### config.mk
export PLATFORM = sky130hd
export DESIGN_NAME = mem_unload
export DESIGN_NICKNAME = d
export VERILOG_FILES = /design/src/rtl/nwc_unload_pkg.sv /design/src/rtl/unload_skid_fifo.sv /design/src/rtl/mem_unload.sv
export SDC_FILE = /design/constraint.sdc
export NUM_CORES = 1
export LEC_CHECK = 0
export CAP_MARGIN = 25
export CORE_ASPECT_RATIO = 1.1
export CORE_MARGIN = 1
export CORE_UTILIZATION = 50
export CTS_CLUSTER_SIZE = 16
export DETAILED_ROUTE_END_ITERATION = 8
export PLACE_DENSITY = 0.76
export SLEW_MARGIN = 20
export SYNTH_ARGS = -nofsm -noshare
export SYNTH_HDL_FRONTEND = slang
export SYNTH_HIERARCHICAL = 1
export SYNTH_SLANG_ARGS = --single-unit
### constraint.sdc
create_clock -name clk -period 4.1 [get_ports clk]
set_clock_uncertainty 0.05 [all_clocks]
set_input_delay 0.82 -clock clk [delete_from_list [all_inputs] [get_ports clk]]
set_output_delay 0.82 -clock clk [all_outputs]
set_load 0.01 [all_outputs]
### src/rtl/nwc_unload_pkg.sv
// Shared types and sizing for the coefficient-memory unload engine.
// Beats carry their source bank/address so the sink can place them without counting.
package nwc_unload_pkg;

    localparam int D_WIDTH = 17;
    localparam int BN      = 16;
    localparam int MA      = 16;

    localparam int BANK_W  = $clog2(BN);
    localparam int ADDR_W  = $clog2(MA);
    localparam int TOTAL   = BN * MA;

    typedef enum logic [1:0] {
        IDLE,
        RUN,
        DRAIN,
        FIN
    } state_t;

    typedef struct packed {
        logic [D_WIDTH-1:0] data;
        logic [BANK_W-1:0]  bank;
        logic [ADDR_W-1:0]  addr;
        logic               last;
    } beat_t;

endpackage

### src/rtl/unload_skid_fifo.sv
// Two-entry FIFO of beats sitting between the memory read return and the output stream.
// A push and a pop in the same cycle are allowed even when full: the popped slot is the one refilled.
module unload_skid_fifo
    import nwc_unload_pkg::*;
(
    input  logic       clk,
    input  logic       rst,
    input  logic       push,
    input  beat_t      push_beat,
    input  logic       pop,
    output beat_t      head,
    output logic [1:0] count
);

    beat_t store [2];
    logic  wr_ptr;
    logic  rd_ptr;

    always_ff @(posedge clk) begin
        if (!rst) begin
            for (int i = 0; i < 2; i++) begin
                store[i] <= '0;
            end
            wr_ptr <= 1'b0;
            rd_ptr <= 1'b0;
            count  <= 2'd0;
        end else begin
            if (push) begin
                store[wr_ptr] <= push_beat;
                wr_ptr        <= ~wr_ptr;
            end
            if (pop) begin
                rd_ptr <= ~rd_ptr;
            end
            count <= count + 2'(push) - 2'(pop);
        end
    end

    assign head = store[rd_ptr];

endmodule

### src/rtl/mem_unload.sv
// Read-back engine: walks every bank/address of the coefficient memory after the core finishes
// and streams the words out in bank-major or natural coefficient order over valid/ready.
module mem_unload
    import nwc_unload_pkg::*;
(
    input  logic               clk,
    input  logic               rst,
    input  logic               start,
    input  logic               order_sel,
    output logic               busy,
    output logic               done,
    output logic               rd_en,
    output logic [BANK_W-1:0]  rd_bank,
    output logic [ADDR_W-1:0]  rd_addr,
    input  logic [D_WIDTH-1:0] rd_data,
    output logic               out_valid,
    input  logic               out_ready,
    output logic [D_WIDTH-1:0] out_data,
    output logic [BANK_W-1:0]  out_bank,
    output logic [ADDR_W-1:0]  out_addr,
    output logic               out_last
);

    state_t              state;
    logic                order_q;
    logic [BANK_W-1:0]   bank_cnt;
    logic [ADDR_W-1:0]   addr_cnt;

    logic                rd_vld;
    logic [BANK_W-1:0]   tag_bank;
    logic [ADDR_W-1:0]   tag_addr;
    logic                tag_last;

    logic [1:0]          fifo_count;
    beat_t               head;
    beat_t               push_beat;
    logic                pop;
    logic                issue;
    logic                is_last_idx;
    logic [2:0]          used;

    assign out_valid = (fifo_count != 2'd0);
    assign pop       = out_valid & out_ready;

    // A slot is free when buffered plus in-flight beats, less the one leaving now, is below two.
    assign used  = 3'(fifo_count) + 3'(rd_vld);
    assign issue = (state == RUN) && (used < (3'd2 + 3'(pop)));

    // Both orders end with every counter at its maximum, so one compare covers either walk.
    assign is_last_idx = ({bank_cnt, addr_cnt} == (BANK_W + ADDR_W)'(TOTAL - 1));

    assign rd_en   = issue;
    assign rd_bank = bank_cnt;
    assign rd_addr = addr_cnt;

    assign busy = (state == RUN) || (state == DRAIN);
    assign done = (state == FIN);

    always_ff @(posedge clk) begin
        if (!rst) begin
            state    <= IDLE;
            order_q  <= 1'b0;
            bank_cnt <= '0;
            addr_cnt <= '0;
            rd_vld   <= 1'b0;
            tag_bank <= '0;
            tag_addr <= '0;
            tag_last <= 1'b0;
        end else begin
            rd_vld <= issue;
            if (issue) begin
                tag_bank <= bank_cnt;
                tag_addr <= addr_cnt;
                tag_last <= is_last_idx;
            end

            case (state)
                IDLE: begin
                    if (start) begin
                        order_q  <= order_sel;
                        bank_cnt <= '0;
                        addr_cnt <= '0;
                        state    <= RUN;
                    end
                end
                RUN: begin
                    if (issue) begin
                        if (!order_q) begin
                            addr_cnt <= addr_cnt + ADDR_W'(1);
                            if (&addr_cnt) begin
                                bank_cnt <= bank_cnt + BANK_W'(1);
                            end
                        end else begin
                            bank_cnt <= bank_cnt + BANK_W'(1);
                            if (&bank_cnt) begin
                                addr_cnt <= addr_cnt + ADDR_W'(1);
                            end
                        end
                        if (is_last_idx) begin
                            state <= DRAIN;
                        end
                    end
                end
                DRAIN: begin
                    if (pop && head.last) begin
                        state <= FIN;
                    end
                end
                FIN: begin
                    state <= IDLE;
                end
                default: begin
                    state <= IDLE;
                end
            endcase
        end
    end

    always_comb begin
        push_beat      = '0;
        push_beat.data = rd_data;
        push_beat.bank = tag_bank;
        push_beat.addr = tag_addr;
        push_beat.last = tag_last;
    end

    unload_skid_fifo u_fifo (
        .clk       (clk),
        .rst       (rst),
        .push      (rd_vld),
        .push_beat (push_beat),
        .pop       (pop),
        .head      (head),
        .count     (fifo_count)
    );

    assign out_data = head.data;
    assign out_bank = head.bank;
    assign out_addr = head.addr;
    assign out_last = head.last;

endmodule

# Yosys cells after proc, flatten, opt, wreduce, memory -nomap -nowiden
# Memory sizes are Yosys's and may differ from the RTL's. A register that Yosys moved wholly into a read port is not among the register bits.
# Index checks and enable logic that the tools add are counted.
# Widths: inputs -> output; s select.
totals:
  input_bits: 22
  memories: 1
  elab_cells: 68
  out_inout_bits: 38
  latch_bits: 0
  regBits: 25
  ramBits: 52
  romBits: 0
classes:
  n_mul: 0
  n_mux: 23
  bitwise: 3
  n_lt_le_gt_ge: 1
  n_reduce_logical: 13
  n_eq_ne: 10
  n_shift: 0
  add_sub_neg: 6
  div_mod_pow: 0
mem_list:
  columns: ["name", "depth", "width", "rd", "rd_ports_with_merged_regs", "write_ports", "line", "rtl"]
  rows:
  - ["u_fifo.store", 2, 26, 1, 1, 2, "unload_skid_fifo.sv:15", "beat_t store [2];"]
op_table:
  columns: ["op", "n"]
  rows:
  - ["$mux 4", 7]
  - ["$mux 26", 1]
  - ["$reduce_or 26->1", 1]
  - ["$reduce_and 4->1", 5]
  - ["$pmux 4 s2", 2]
  - ["$add 4x1->4 const B", 2]
  - ["$eq 8x8->1 const B", 1]
  - ["$mux 1", 8]
  - ["$mux 2", 4]
  - ["$pmux 2 s4", 1]
  - ["$ne 2x2->1 const B", 3]
  - ["$ne 3x2->1 const B", 2]
  - ["$eq 2x2->1 const B", 2]
  - ["$reduce_bool 2->1", 2]
  - ["$add 2x1->3", 1]
  - ["$add 2x1->3 const A", 1]
  - ["$lt 3x3->1", 1]
  - ["$add 2x1->2", 1]
  - ["$eq 2x1->1 const B", 1]
  - ["$logic_and 1x1->1", 2]
  - ["$logic_not 2->1", 1]
  - ["$ne 2x1->1 const B", 1]
  - ["$not 1->1", 2]
  - ["$reduce_and 2->1", 1]
  - ["other kinds (3)", 3]

# Longest topological paths before layout
depth:
  word_depth: 7
  ltp_mapped: 7
  mapped_depth_nobuf: 7

# Modules after synthesis
# The synthesis kept the hierarchy.
modules_own_cells:
  columns: ["module", "area_each_um2", "n_inst", "cells_each", "seq_area_each_um2"]
  rows:
  - ["unload_skid_fifo", 2555.0, 1, 188, 1661.6]
  - ["mem_unload", 1087.3, 1, 123, 420.4]

# Least setup slack after synthesis
# OpenSTA, ideal clock, no wires.
synth_path:
  path_type: "input-to-output"
  from: "input port out_ready"
  to: "output port rd_en"
  n_path_buf: 1
  stages: 5
  required_time_ns: 3.230
  setup_slack_ns: 1.668
  arrival_ns: 1.562
  cell_sequence: "o21ai_2 > o21ai_4 > nand3_1 > buf_2 > inv_1"
synth_between:
  elab_chain_cells: 4
synth_rtl:
  columns: ["element", "line", "rtl"]
  rows:
  - ["from (decl)", "mem_unload.sv:17", "input logic out_ready,"]
  - ["$and 1x1->1", "mem_unload.sv:43", "assign pop = out_valid & out_ready;"]
  - ["$add 2x1->3", "mem_unload.sv:47", "assign issue = (state == RUN) && (used < (3'd2 + 3'(pop)));"]
  - ["$lt 3x3->1", "mem_unload.sv:47", null]
  - ["$logic_and 1x1->1", "mem_unload.sv:47", null]
  - ["to (decl)", "mem_unload.sv:12", "output logic rd_en,"]
# Every way passes these cells.

# Worst setup path after layout
# Same ends and word-level chain as after synthesis.

==> impl_summary.txt <==
----------------------------------------------------
[Routing]
  Iteration count of the initial detailed-routing pass ... 5
  Vias per inst ... 5.258
  Final Routed Wirelength ... 6498 um
  Antenna Violating Nets Remaining ... 0
  Via count of the routed design ... 2424
  Detail-routed net length per standard cell ... 14.10 um
  Post-route DRC ... 0
  Detailed Route Iter0 Violations ... 117

[Worst setup path]
  Stage delay of the slowest cell on the critical path ... 0.53 ns
  Last element of the critical path ... rd_en
  Timing startpoint of the critical path ... out_ready
  CP Data Arrival Time ... 2.40 ns
  Capture instance of the worst register-to-register path ... u_fifo/store[1][24]
  Critical-path top delay cell ... clkdlybuf4s50_1
  Setup slack of the worst register-to-register path ... 1.95 ns
  Worst Path Class, Setup ... input pin to output pin
  List of cells traversed by the critical path ... clkdlybuf4s50_1 -> o21ai_2 -> o21ai_4 -> nand3_1 -> inv_1 -> clkdlybuf4s50_1
  Sort of element at the end of the critical path ... output pin
  Reg-to-reg critical path startpoint ... rd_vld
  Required time worst endpoint ... 3.23 ns
  Largest fanout on the critical path ... 8
  Nature of the critical path startpoint ... input pin
  Number of cells on the worst reg-to-reg path ... 3
  Worst path most repeated cell ... clkdlybuf4s50_1

[Outcome]
  Run status ... completed

[Layout]
  Fillers ... 562
  Final Instance Count excl. Fillers ... 461
  Antenna diodes ... 0
  Growth of design area from synthesis to finish ... 23.26%
  Ratio of cells with drive above 1 in the final layout ... 14.10%
  Storage cell area ... 0.002083 mm^2
  Area of the multi-input gates ... 0.001393 mm^2
  Final Net Count ... 403

[Floorplan]
  Chip width ... 83.38 um
  Site row count ... 32
  Die outline area ... 0.007630 mm^2
  Initial Utilization ... 51.69%
  Std-Cell Core Area ... 0.007047 mm^2
  Number of top-level pins ... 60
  Y dimension of the die ... 91.52 um

[Clock network]
  Number of buffers added by the clock tree synthesis step ... 9
  Clock transition at the registers of the reported paths ... 0.08 ns
  Max clock buf depth ... 2
  Sinks on the clock net ... 78
  TritonCTS clock tree ... done
  Post-CTS setup buffer count ... 0
  Root buffer cell ... clkbuf_8
  Skew-Pair Late Insertion Delay ... 0.34 ns
  H-Tree Depth ... 3
  Post_cts resized ... 0
  Quantity of hold-fixing buffers added after cts ... 0

[Power and ir drop]
  Switching part of the total power ... 28.12%
  Proportion of power drawn by combinational gates ... 30.8%
  Internal Pwr Total ... 0.001774 W
  Final Total Pwr ... 0.002468 W
  Net switching power ... 0.0006942 W
  Static leakage ... 1.710 nW
  Part of the total power dissipated in sequential elements ... 41.7%
  IR Drop Worst-Case VDD ... 0.3528 mV
  Clock network fraction of design power ... 27.5%
  PwrDens ... 549.9 mW/mm^2

[Placement]
  Dpl hpwl ... 4340 um
  Global placer's final weighted congestion ... 0.8688
  Number of I/O port buffers ... 59
  Dpl cells ... 445

[STA]
  Final setup TNS ... 0 ns
  Unrepaired setup endpoints after global routing ... no
  Transition time of the tightest slew-check pin ... 0.8380 ns
  Final hold violations ... 0
  Slew HR ... 44.13%
  Max-slew violations ... 0
  Final cycle utilization of the critical path ... 79.70%
  Time the worst path needs with I/O delays and setup ... 3.268 ns
  Achievable clock frequency ... 306.0 MHz
  Count of endpoints failing setup in the final report ... 0

[Logic synthesis]
  Largest cells by area after synthesis ... edfxtp_1 (43%), dfxtp_1 (14%), mux2_4 (8.2%)
  Number of distinct library cells after synthesis ... 41
  Avg Synthesized Cell Area ... 11.71 um^2
  Leading area contributor after synthesis ... edfxtp_1
  Synth top area share ... 42.87%
  Synthesized cell area ... 0.003642 mm^2
  Count of state elements after synthesis ... 78
  Post-synth net total ... 343
  Sequential area share after synthesis ... 57.16%
  Cells after synthesis ... 311
  Syn. warnings ... 6

[GRT]
  Pin count of the biggest net entering global routing ... 40
  Global-route usage over all layers ... 18.27%
  Global-route met3 utilization ... 3.000%
  Met1 capacity usage during global routing ... 22.86%
  First-pass GRT wire length ... 10930 um
  GR peak layer ... met2
  Gr ovfl total ... 0
  Number of antenna violations at the first check in global routing ... 0
  Vias in the first global route ... 2307
  Fraction of met2 tracks used by global routing ... 31.49%

[Flow run]
  # Max-Cap Violations ... 0

[Min path]
  Type of the most critical hold path ... flop to flop

----------------------------------------------------
[state kept, by name (all words and copies together), names as in the netlist, 2 cells and up, named ones only]
signal / count
tag_addr: 4
rd_bank: 4
u_fifo/store: 52
u_fifo/count: 2
state: 2
tag_bank: 4
rd_addr: 4
[cells by family after synthesis]
group	synth area share, %
muxes	13.12
adders and majority gates	3.435
AOI/OAI and AO/OA	4.912
buffers and inverters	4.603
DFF	57.16
and+or+nand+nor	15.91
xor gates and xnor gates	0.8588
[cell usage after synthesis]
library cell  number
a211oi_1           2
a21boi_0           1
a21oi_1            5
a221oi_2           1
a31oi_1            4
a41oi_1            1
and2_1             3
and3_1             1
buf_12             2
buf_2              6
buf_6              4
clkbuf_1           3
clkinv_1           1
dfxtp_1           26
edfxtp_1          52
ha_1              10
inv_1              9
inv_2              1
mux2_2             6
mux2_4            20
mux2i_1           11
nand2_1           38
nand2_2            1
nand2b_1           4
nand3_1            8
nand3_4            1
nand4_1            3
nor2_1            63
nor2b_1            2
nor3_1             1
o211ai_1           3
o21ai_0            6
o21ai_1            1
o21ai_2            1
o21ai_4            1
or2_2              1
or3_1              3
or4_1              2
or4b_1             1
xnor3_1            1
xor2_1             1
[power by group through the flow]
stage | registers, W | clock network [W] | logic [W]
5_1_grt | 0.00104 | 0.000722 | 0.000823
4_1_cts | 0.00103 | 0.000689 | 0.000770
6_report | 0.00103 | 0.000679 | 0.000760
2_1_floorplan | 0.000985 | 0 | 0.000566
3_5_place_dp | 0.00105 | 0 | 0.000766
3_3_place_gp | 0.00104 | 0 | 0.000756
[area by class of cell]
type	instances	share of cell area, %
Sequential cell	78	46.40
Multi-Input combinational cell	207	31.02
Timing Repair Buffer	64	13.99
Clock buffer	11	2.926
Clock inverter	5	2.369
Tap cell	85	2.369
Inverter	11	0.9197
[cell usage in the layout (no fill, tap or decap), types with 3 or more instances in the layout]
cell             count
a21oi_1              5
a31oi_1              4
and2_1               3
buf_4                5
bufinv_16            3
clkbuf_8             9
clkdlybuf4s50_1     59
dfxtp_1             25
edfxtp_1            52
ha_1                10
inv_1                9
mux2_2               6
mux2_4              20
mux2i_1             11
nand2_1             38
nand2b_1             4
nand3_1              8
nand4_1              3
nor2_1              63
o211ai_1             3
o21ai_0              6
or3_1                3
[layer usage]
metal | part of all wire (%) | wire, um
met1 | 44 | 2862
met2 | 50 | 3263
met3 | 4.5 | 293
met4 | 1.2 | 78
met5 | 0 | 0
[worst max-delay path, delay by kind of cell]
kind                   cells  cell delay [ns]
buffers and inverters      3             1.09
AO/OA/AOI/OAI              2             0.33
AND/OR/NAND/NOR            1             0.16
[per-stage QoR]
stage               setup WS [ns]  utilization [%]  area, um^2  hold WS (ns)
floorplan                   1.668                -        3642        0.3945
global placement           0.8364            60.33        4252        0.4070
detailed placement         0.8245            60.33        4252        0.4160
CTS                        0.8201            63.71        4489        0.4272
global route               0.7222            63.71        4489        0.4562
finish                     0.8321            63.71        4489        0.4282
[worst min-delay path by stage]
stage	endpoint	cells after the start	from	slack (ns)
2_1_floorplan	order_q	2	order_q	0.39
3_3_place_gp	order_q	2	order_q	0.41
3_5_place_dp	order_q	2	order_q	0.42
4_1_cts	order_q	2	order_q	0.43
5_1_grt	order_q	2	order_q	0.46
6_report	order_q	2	order_q	0.43
Note: power is estimated with default switching activity, not from simulation.
